$ cat src/rtl/nv_nvdla_sdp_xrdma_arb.sv
// nv_nvdla_sdp_xrdma_arb
//   Arbitrates DMA read requests from NUM_SRC sources onto one DMA read port
//   and routes the in-order response beats back to the source that issued
//   each request. Outstanding requests are limited to LAT_DEPTH credits.
//   A small IDLE/RUN/DRAIN FSM tracks one layer: it starts on op_en, drains
//   once every enabled source has signalled end-of-stream, and pulses
//   layer_done when the last outstanding response returns.
//
// Ports
//   nvdla_core_clk / nvdla_core_rstn : clock, asynchronous active-low reset
//   op_en, src_en, perf_en           : layer start, source enable mask, stall count enable
//   src_req_* / src_eos              : per-source request channel and end-of-stream
//   src_rsp_*                        : per-source response valid/ready, shared payload
//   dma_rd_req_* / dma_rd_rsp_*      : DMA read request and response channels
//   dma_rd_cdt_lat_fifo_pop          : one-cycle credit return per consumed response
//   layer_done, dp2reg_stall, busy   : status
//
// Configuration
//   NVDLA_SDP_XRDMA_QOS_EN : when defined, source 0 has strict priority and the
//                            remaining sources share round-robin; otherwise pure
//                            round-robin across all sources.

module nv_nvdla_sdp_xrdma_arb #(
    parameter int NUM_SRC   = 2,
    parameter int REQ_W     = 79,
    parameter int RSP_W     = 514,
    parameter int LAT_DEPTH = 64
) (
    input  logic                     nvdla_core_clk,
    input  logic                     nvdla_core_rstn,
    input  logic                     op_en,
    input  logic [NUM_SRC-1:0]       src_en,
    input  logic                     perf_en,
    input  logic [NUM_SRC-1:0]       src_req_vld,
    output logic [NUM_SRC-1:0]       src_req_rdy,
    input  logic [NUM_SRC*REQ_W-1:0] src_req_pd,
    input  logic [NUM_SRC-1:0]       src_eos,
    output logic [NUM_SRC-1:0]       src_rsp_vld,
    input  logic [NUM_SRC-1:0]       src_rsp_rdy,
    output logic [RSP_W-1:0]         src_rsp_pd,
    output logic                     dma_rd_req_vld,
    input  logic                     dma_rd_req_rdy,
    output logic [REQ_W-1:0]         dma_rd_req_pd,
    input  logic                     dma_rd_rsp_vld,
    output logic                     dma_rd_rsp_rdy,
    input  logic [RSP_W-1:0]         dma_rd_rsp_pd,
    output logic                     dma_rd_cdt_lat_fifo_pop,
    output logic                     layer_done,
    output logic [31:0]              dp2reg_stall,
    output logic                     busy
);

    localparam int SRC_W = (NUM_SRC > 1) ? $clog2(NUM_SRC) : 1;
    localparam int PTR_W = $clog2(LAT_DEPTH);
    localparam int OUT_W = PTR_W + 1;

    typedef enum logic [1:0] {IDLE, RUN, DRAIN} state_t;

    state_t             state;
    logic [NUM_SRC-1:0] eos_q;
    logic [SRC_W-1:0]   rr_ptr;
    logic [OUT_W-1:0]   outstanding;
    logic [OUT_W-1:0]   outstanding_nxt;
    logic [PTR_W-1:0]   wr_ptr;
    logic [PTR_W-1:0]   rd_ptr;
    logic [SRC_W-1:0]   order_fifo [LAT_DEPTH];
    logic               alive;

    logic [NUM_SRC-1:0] grant_elig;
    logic [NUM_SRC-1:0] rr_elig;
    logic [SRC_W-1:0]   win;
    logic               found;
    logic               credit_ok;
    logic               accept;
    logic               req_any;
    logic               all_eos;
    logic               fifo_empty;
    logic [SRC_W-1:0]   head;
    logic               rsp_hs;
    logic               stall_inc;

    assign req_any    = |(src_req_vld & src_en);
    assign grant_elig = (state == RUN) ? (src_req_vld & src_en) : '0;
    assign credit_ok  = outstanding < OUT_W'(LAT_DEPTH);
    assign all_eos    = &(eos_q | src_eos | ~src_en);

    // Round-robin search starting at rr_ptr; with QoS enabled source 0 is
    // removed from the rotation and overrides it when requesting.
    always_comb begin
        int unsigned sum;
        rr_elig = grant_elig;
`ifdef NVDLA_SDP_XRDMA_QOS_EN
        rr_elig[0] = 1'b0;
`endif
        win   = '0;
        found = 1'b0;
        sum   = 0;
        for (int unsigned i = 0; i < NUM_SRC; i++) begin
            sum = int'(rr_ptr) + i;
            if (sum >= NUM_SRC) sum = sum - NUM_SRC;
            if (!found && rr_elig[SRC_W'(sum)]) begin
                found = 1'b1;
                win   = SRC_W'(sum);
            end
        end
`ifdef NVDLA_SDP_XRDMA_QOS_EN
        if (grant_elig[0]) begin
            found = 1'b1;
            win   = '0;
        end
`endif
    end

    always_comb begin
        src_req_rdy    = '0;
        dma_rd_req_vld = found & credit_ok;
        dma_rd_req_pd  = '0;
        if (dma_rd_req_vld) begin
            dma_rd_req_pd    = src_req_pd[int'(win)*REQ_W +: REQ_W];
            src_req_rdy[win] = dma_rd_req_rdy;
        end
    end

    assign accept = dma_rd_req_vld & dma_rd_req_rdy;

    // Response routing follows the order FIFO head; with no tag pending the
    // beat is swallowed so a stray response cannot stall the DMA port.
    assign fifo_empty = (outstanding == '0);
    assign head       = order_fifo[rd_ptr];
    assign src_rsp_pd = dma_rd_rsp_pd;

    always_comb begin
        src_rsp_vld    = '0;
        dma_rd_rsp_rdy = alive;
        if (!fifo_empty) begin
            src_rsp_vld[head] = dma_rd_rsp_vld;
            dma_rd_rsp_rdy    = src_rsp_rdy[head];
        end
    end

    assign rsp_hs = dma_rd_rsp_vld & dma_rd_rsp_rdy & ~fifo_empty;

    always_comb begin
        outstanding_nxt = outstanding;
        case ({accept, rsp_hs})
            2'b10:   outstanding_nxt = outstanding + OUT_W'(1);
            2'b01:   outstanding_nxt = outstanding - OUT_W'(1);
            default: outstanding_nxt = outstanding;
        endcase
    end

    assign stall_inc = perf_en & (state != IDLE) & req_any & ~accept;
    assign busy      = (state != IDLE);

    // Tag storage carries no reset; validity is tracked by outstanding/pointers.
    always_ff @(posedge nvdla_core_clk) begin
        if (accept) order_fifo[wr_ptr] <= win;
    end

    always_ff @(posedge nvdla_core_clk or negedge nvdla_core_rstn) begin
        if (!nvdla_core_rstn) begin
            state                   <= IDLE;
            eos_q                   <= '0;
            rr_ptr                  <= '0;
            outstanding             <= '0;
            wr_ptr                  <= '0;
            rd_ptr                  <= '0;
            alive                   <= 1'b0;
            dp2reg_stall            <= '0;
            dma_rd_cdt_lat_fifo_pop <= 1'b0;
            layer_done              <= 1'b0;
        end else begin
            alive                   <= 1'b1;
            layer_done              <= 1'b0;
            dma_rd_cdt_lat_fifo_pop <= rsp_hs;
            outstanding             <= outstanding_nxt;
            if (accept) wr_ptr <= wr_ptr + PTR_W'(1);
            if (rsp_hs) rd_ptr <= rd_ptr + PTR_W'(1);
            if (stall_inc && (dp2reg_stall != '1)) dp2reg_stall <= dp2reg_stall + 32'd1;

            case (state)
                IDLE: begin
                    if (op_en) begin
                        state        <= RUN;
                        eos_q        <= '0;
                        rr_ptr       <= '0;
                        dp2reg_stall <= '0;
                    end
                end
                RUN: begin
                    eos_q <= eos_q | src_eos;
                    if (accept) begin
                        rr_ptr <= (win == SRC_W'(NUM_SRC - 1)) ? '0 : win + SRC_W'(1);
                    end
                    if (all_eos) state <= DRAIN;
                end
                DRAIN: begin
                    if (outstanding_nxt == '0) begin
                        state      <= IDLE;
                        layer_done <= 1'b1;
                    end
                end
                default: state <= IDLE;
            endcase
        end
    end

endmodule

$ cat config.mk
export PLATFORM = sky130hd
export DESIGN_NAME = nv_nvdla_sdp_xrdma_arb
export DESIGN_NICKNAME = d
export VERILOG_FILES = /design/src/rtl/nv_nvdla_sdp_xrdma_arb.sv
export SDC_FILE = /design/constraint.sdc
export NUM_CORES = 1
export LEC_CHECK = 0
export ABC_AREA = 1
export CELL_PAD_IN_SITES_DETAIL_PLACEMENT = 0
export CELL_PAD_IN_SITES_GLOBAL_PLACEMENT = 2
export CORE_AREA = 3 3 511 513
export CTS_BUF_LIST = sky130_fd_sc_hd__clkbuf_8
export DETAILED_ROUTE_END_ITERATION = 10
export DIE_AREA = 0 0 514 516
export HOLD_SLACK_MARGIN = 0.15
export PLACE_DENSITY = 0.48
export SLEW_MARGIN = 10
export SYNTH_ARGS = -nofsm -noshare
export SYNTH_HDL_FRONTEND = slang
export SYNTH_SLANG_ARGS = --single-unit
$ cat constraint.sdc
create_clock -name nvdla_core_clk -period 3.4 [get_ports nvdla_core_clk]
set_input_delay 0.68 -clock nvdla_core_clk [delete_from_list [all_inputs] [get_ports nvdla_core_clk]]
set_output_delay 0.68 -clock nvdla_core_clk [all_outputs]
set_load 0.05 [all_outputs]
==> results of run 1 <==
==> power groups by stage <==
stage	combinational [mW]	clock [mW]	sequential [mW]
after floorplan	3.68	0	2.38
after global placement	4.86	0	2.15
after detailed placement	4.85	0	2.15
after CTS	5.21	1.40	2.13
after global routing	5.80	1.46	2.17
final	5.36	1.33	2.13
==> cell usage after synthesis (all sizes together) (16+ instances only) <==
cell type | count | area (µm²)
nor2 | 145 | 559
dfrtp | 59 | 1480
inv | 78 | 295
clkbuf | 18 | 67.6
nand3 | 70 | 365
xor2 | 23 | 201
buf | 542 | 4040
nor3 | 25 | 130
edfxtp | 64 | 1920
nand2 | 356 | 1350
a21oi | 98 | 490
xnor2 | 16 | 140
o21ai | 24 | 120
==> kinds of logic (layout without fill, tap and decap cells) <==
logic type	count (synthesis)	in the layout
xor gates and xnor gates	39	39
DFF	123	123
other	1	9
AOI/OAI and AO/OA	143	143
and+or+nand+nor	616	616
adders and majority gates	10	10
buffers and inverters	638	554
==> final cells by class <==
class	count	area [µm²]	share of cell area
inverters	78	322	0.0179
diodes	8	20.0	0.00111
clock buffers	17	234	0.0130
multi-input cells	809	4240	0.236
flip-flops and latches	123	3400	0.189
well taps	3384	4230	0.236
repair buffers	444	5380	0.300
clock inverters	15	139	0.00773
==> sequential cells by signal, summed over array words and instances (netlist names), 2 cells and up <==
signal,flops
eos_q,2
state,2
order_fifo,64
outstanding,7
dp2reg_stall,32
wr_ptr,6
rd_ptr,6
==> worst max-delay path by stage <==
stage,slack (ps),startpoint,endpoint,cells after the start
6_report,30,rd_ptr[0],src_rsp_vld[1],14
3_5_place_dp,-400,src_req_vld[0],layer_done,17
3_3_place_gp,-430,src_en[1],state[1],19
5_1_grt,-220,rd_ptr[0],state[1],25
2_1_floorplan,120,src_en[1],dma_rd_req_pd[71],7
4_1_cts,-50,rd_ptr[0],state[1],28
==> metrics by stage <==
stage                     worst slack, ps  power, mW
after global routing                 -219       9.43
after CTS                           -46.8       8.74
after global placement               -426       7.01
final                                31.9       8.82
after floorplan                       122       6.06
after detailed placement             -399       7.00
==> what timing repair did <==
action,4_1_cts,5_1_grt
setup endpoints to repair,74,27
pin swaps,13,35
hold buffers,1,0
endpoints found under the hold margin,21,0
cloned,5,4
setup buffers,16,3
gates resized for setup,77,63
==> routing by layer <==
| layer | track usage | vias up |
|---|---|---|
| met4 | 0.0292 | 24 |
| met2 | 0.187 | 1029 |
| met1 | 0.0672 | 4517 |
| met5 | 0.0133 | - |
| li1 | - | 4298 |
| met3 | 0.192 | 253 |
==> critical path: stages (launching register included) <==
cell and delay [ps]:
dfrtp_2 470, clkinv_4 130, buf_12 160, buf_12 130
nand2_1 50, nand3_1 60, nand3_1 110, nand3_1 110
nand2_2 100, nand3_4 70, buf_4 140, buf_4 120
buf_4 140, a21oi_4 180, buf_12 160
==> run summary, run 1 <==
Synth Area per Inst -> 7.39 µm²
Root Driver -> clkbuf_8
Num Clock Sinks -> 123
Initial antenna violation count -> 23
Max VDD drop -> 0.000274 V
Most frequent cells in the layout -> nand2_1, clkdlybuf4s50_1, nor2_1, buf_4, buf_12
Largest family of logic cells by synthesized area -> buffers and inverters
Max FO, Critical Path -> 5
Final number of hold-violating endpoints -> 0
#FFs+latches synth -> 123
Post-synthesis simple-gate area fraction -> 0.218
RSZ-0062 raised after global routing -> true
Kind of critical path -> register to output port
Total track usage -> 0.121
WHS Path Cells -> 2
Netlist cell types -> 41
Worst r2r dst -> state[1]
Sequential share of power -> 0.241
Result of the run -> completed
Critical path data arrival time -> 2690 ps
Die Wd -> 514 µm
CTS max path bufs -> 2
Critical Path Sink Type -> output port
Fmax -> 297 MHz
Sequential fraction of the synthesis area -> 0.293
Warnings from Yosys -> 0
GPL Wtd Cong -> 0.837
Post-Layout Cell Count -> 4878
CP startpoint kind -> register
Post-synthesis compound-gate area fraction -> 0.0678
Routed WL per cell -> 34.4 µm
Die footprint -> 265000 µm²
Initial Util -> 0.0452
Mux contribution to synthesized area -> 0
Final slew viol count -> 0
Vias in the first global route -> 10538
# port buffers -> 291
Net switching power -> 4.25 mW
Reg2reg start -> rd_ptr[0]
Post-Place Cell Area -> 16600 µm²
Leakage -> 5.82 nW
Ports -> 1320
CTS Buf Count -> 17
Layout Nets -> 2169
Worst min-delay path category -> register to register
Setup violations, final -> 0
Die Ht -> 516 µm
Detailed Route Iter0 Violations -> 597
Top layer in use -> met5
R2R setup slack -> 40 ps
Hold WS -> 502 ps
DRC -> 0
Core Box Area -> 257000 µm²
WL met3 -> 56400 µm
Commonest non-fill, non-tap cell in the layout -> nand2_1
Clock-pin slew on the worst setup and hold paths -> 100 ps
Adder-Cell Fraction of Synth Area -> 0.0114
Site Rows -> 186
Met2 wire length -> 74000 µm
Final worst-path cycle share -> 0.991
Crit path required time -> 2720 ps
XOR/XNOR Fraction of Synth Area -> 0.0294
Logic pwr share -> 0.608
Internal power -> 4.57 mW
Worst Hold Launch -> eos_q[1]
Switching share of power -> 0.482
H-tree Lvls -> 4
Fillers -> 30111
Drt first pass iters -> 5
Clk_lat worst skew -> 540 ps
Finished Core Util -> 0.0700
Post-Synthesis Cells -> 1570
P&R area growth vs syn -> 54.9%
Commonest register cell after synthesis -> edfxtp_1
Placed Cells -> 4811
Routed wire length -> 168000 µm
Vias per cell -> 2.07
Sink of the worst hold path -> eos_q[1]
Max_slew headroom -> 0.425
Post-synth net total -> 2266
Setup TNS -> 0 ps
Max_cap viols -> 0
CTS tree -> done
Clock share of power -> 0.151
Routed length on met1 -> 32400 µm
Slew @ Worst Pin -> 860 ps
Final clock skew -> 34.0 ps
PwrDens -> 491 nW/µm²
Gr ovfl total -> 0
Routed vias -> 10121
Post-synthesis cell area -> 11600 µm²
Hpwl dp -> 154000 µm
Fraction of registers with async set/reset -> 0.480
Antenna viol nets, final -> 0
Global-route wire length before repair -> 191000 µm
Design area -> 18000 µm²
Largest net degree at the start of global routing -> 66
Final min period -> 3370 ps
Worst R2R Path Depth -> 22
EDFF count, synth -> 64
Share of layout cells above drive strength 1 -> 0.259
Note: power is estimated with default switching activity, not from simulation.
==> run 2, diff against run 1 <==
Settings changed: SETUP_SLACK_MARGIN from default to 0.02.
==> run 2 against run 1 <==
Effect of this change: first-iteration DRC count increased by 5.4%; critical path depth unchanged; hold slack got worse by 0.58 ps; register-to-register slack about the same; wire length decreased by 0.13%; cell count increased by 0.10%; setup slack improved by 16 ps; combinational power about the same; sequential share of layout area about the same; global-route usage about the same; clock skew decreased by 3.1 ps; fmax increased by 0.46%.
==> run summary, run 2 (synthesis gave the netlist of run 1 again) <==
Result of the run -> completed
P&R area growth vs syn -> 54.7%
Area taken by flip-flops and latches -> 3400 µm²
Worst min-delay path category -> register to register
Largest register FFs -> 64
Critical Path Sink Type -> output port
R2R setup slack -> 50 ps
Final number of hold-violating endpoints -> 0
Net switching power -> 4.24 mW
Largest register by flop count -> order_fifo
Max_cap viols -> 0
Max VDD drop -> 0.000269 V
Layout Nets -> 2168
Clock share of power -> 0.150
CP max-delay cell -> dfrtp_2
CTS tree -> done
Setup violations, final -> 0
Initial Util -> 0.0452
Logic pwr share -> 0.607
Worst r2r dst -> state[1]
Site Rows -> 186
PwrDens -> 490 nW/µm²
Max_slew headroom -> 0.417
Die footprint -> 265000 µm²
Worst R2R Path Depth -> 22
Ports -> 1320
Gr ovfl total -> 0
Placed Cells -> 4811
Total track usage -> 0.121
Fillers -> 30125
Largest net degree at the start of global routing -> 66
Crit-path cells -> clkinv_4 -> buf_12 -> buf_12 -> nand2_1 -> nand3_1 -> nand3_1 -> nand3_1 -> nand2_2 -> nand3_4 -> buf_4 -> buf_4 -> buf_4 -> a21oi_4 -> buf_12
Internal power -> 4.56 mW
Detailed Route Iter0 Violations -> 629
Design area -> 17900 µm²
Core Box Area -> 257000 µm²
Post-Place Cell Area -> 16600 µm²
Reg2reg start -> rd_ptr[0]
Finished Core Util -> 0.0699
Hpwl dp -> 154000 µm
Clk_lat worst skew -> 530 ps
Final worst-path cycle share -> 0.986
Drt first pass iters -> 5
Antenna viol nets, final -> 0
Die Ht -> 516 µm
Final slew viol count -> 0
Routed vias -> 10205
Crit path capture -> src_rsp_vld[1]
Root Driver -> clkbuf_8
Post-Layout Cell Count -> 4883
Slew @ Worst Pin -> 872 ps
Leakage -> 5.80 nW
Worst path max stage delay -> 470 ps
# port buffers -> 291
Switching share of power -> 0.482
Die Wd -> 514 µm
Commonest non-fill, non-tap cell in the layout -> nand2_1
Vias in the first global route -> 10577
Fmax -> 298 MHz
RSZ-0062 raised after global routing -> true
Sequential share of power -> 0.242
CTS max path bufs -> 2
Most frequent cells in the layout -> nand2_1, clkdlybuf4s50_1, nor2_1, buf_4, buf_12
Share of layout cells above drive strength 1 -> 0.259
Global-route wire length before repair -> 191000 µm
Vias per cell -> 2.09
Multi-input gate area -> 4230 µm²
Num Clock Sinks -> 123
Routed wire length -> 168000 µm
Critical path data arrival time -> 2670 ps
Final min period -> 3350 ps
CP Launch Point -> rd_ptr[0]
CTS Buf Count -> 17
Biggest regs -> order_fifo: 64 flops, dp2reg_stall: 32 flops, outstanding: 7 flops
GPL Wtd Cong -> 0.837
DRC -> 0
Crit path required time -> 2720 ps
Kind of critical path -> register to output port
Clock-pin slew on the worst setup and hold paths -> 90 ps
CP startpoint kind -> register
Initial antenna violation count -> 23
Routed WL per cell -> 34.3 µm
Final clock skew -> 30.9 ps
H-tree Lvls -> 4
Max FO, Critical Path -> 5
Design Power -> 8.80 mW
## run 2: stage by stage
| step | hold WS [ps] | setup TNS [ps] | setup WS (ps) |
|---|---|---|---|
| 2_1_floorplan | 384 | 0 | 122 |
| 3_3_place_gp | 471 | -7140 | -426 |
| 3_5_place_dp | 486 | -6670 | -399 |
| 4_1_cts | 506 | -91.4 | -46.8 |
| 5_1_grt | 532 | -614 | -220 |
| 6_report | 502 | 0 | 47.4 |
## run 2: worst min-delay path by stage
stage,startpoint,to,cells past startpoint
after floorplan,nvdla_core_rstn,alive,0
after global placement,eos_q[0],eos_q[0],2
after detailed placement,eos_q[1],eos_q[1],2
after CTS,eos_q[1],eos_q[1],2
after global routing,eos_q[1],eos_q[1],2
final,eos_q[1],eos_q[1],2
## run 2: routing by layer
layer | track usage | up-vias | part of all wire
li1 | - | 4302 | -
met1 | 0.0658 | 4549 | 0.19
met2 | 0.186 | 1079 | 0.44
met3 | 0.195 | 253 | 0.34
met4 | 0.0307 | 22 | 0.029
met5 | 0.0166 | - | 0.0041
## run 2: power groups by stage
stage	logic (mW)	registers [mW]	clock network [mW]
floorplan	3.68	2.38	0
global placement	4.86	2.15	0
detailed placement	4.85	2.15	0
CTS	5.22	2.13	1.40
global route	5.79	2.17	1.46
finish	5.34	2.13	1.32
## run 2: what timing repair did
item,in CTS,in global routing
endpoints found under the hold margin,21,0
gates resized for setup,87,52
endpoints found under the setup margin,78,22
hold buffers,1,0
buffers inserted,16,3
gates cloned,5,3
pin swaps,13,33
## run 2: critical path, delay by kind of cell (launching register included)
kind,cells,cell delay (ps)
AOI/OAI and AO/OA,1,180
buffers and inverters,7,980
and+or+nand+nor,6,510
DFF,1,470
## run 2: final cells by class
| cell class | instances | area share |
|---|---|---|
| timing repair buffer | 443 | 0.298 |
| tap | 3384 | 0.236 |
| multi-input combinational | 809 | 0.236 |
| sequential | 123 | 0.189 |
| inverter | 78 | 0.0179 |
| clock buffer | 17 | 0.0130 |
| clock inverter | 15 | 0.00774 |
| antenna | 14 | 0.00195 |
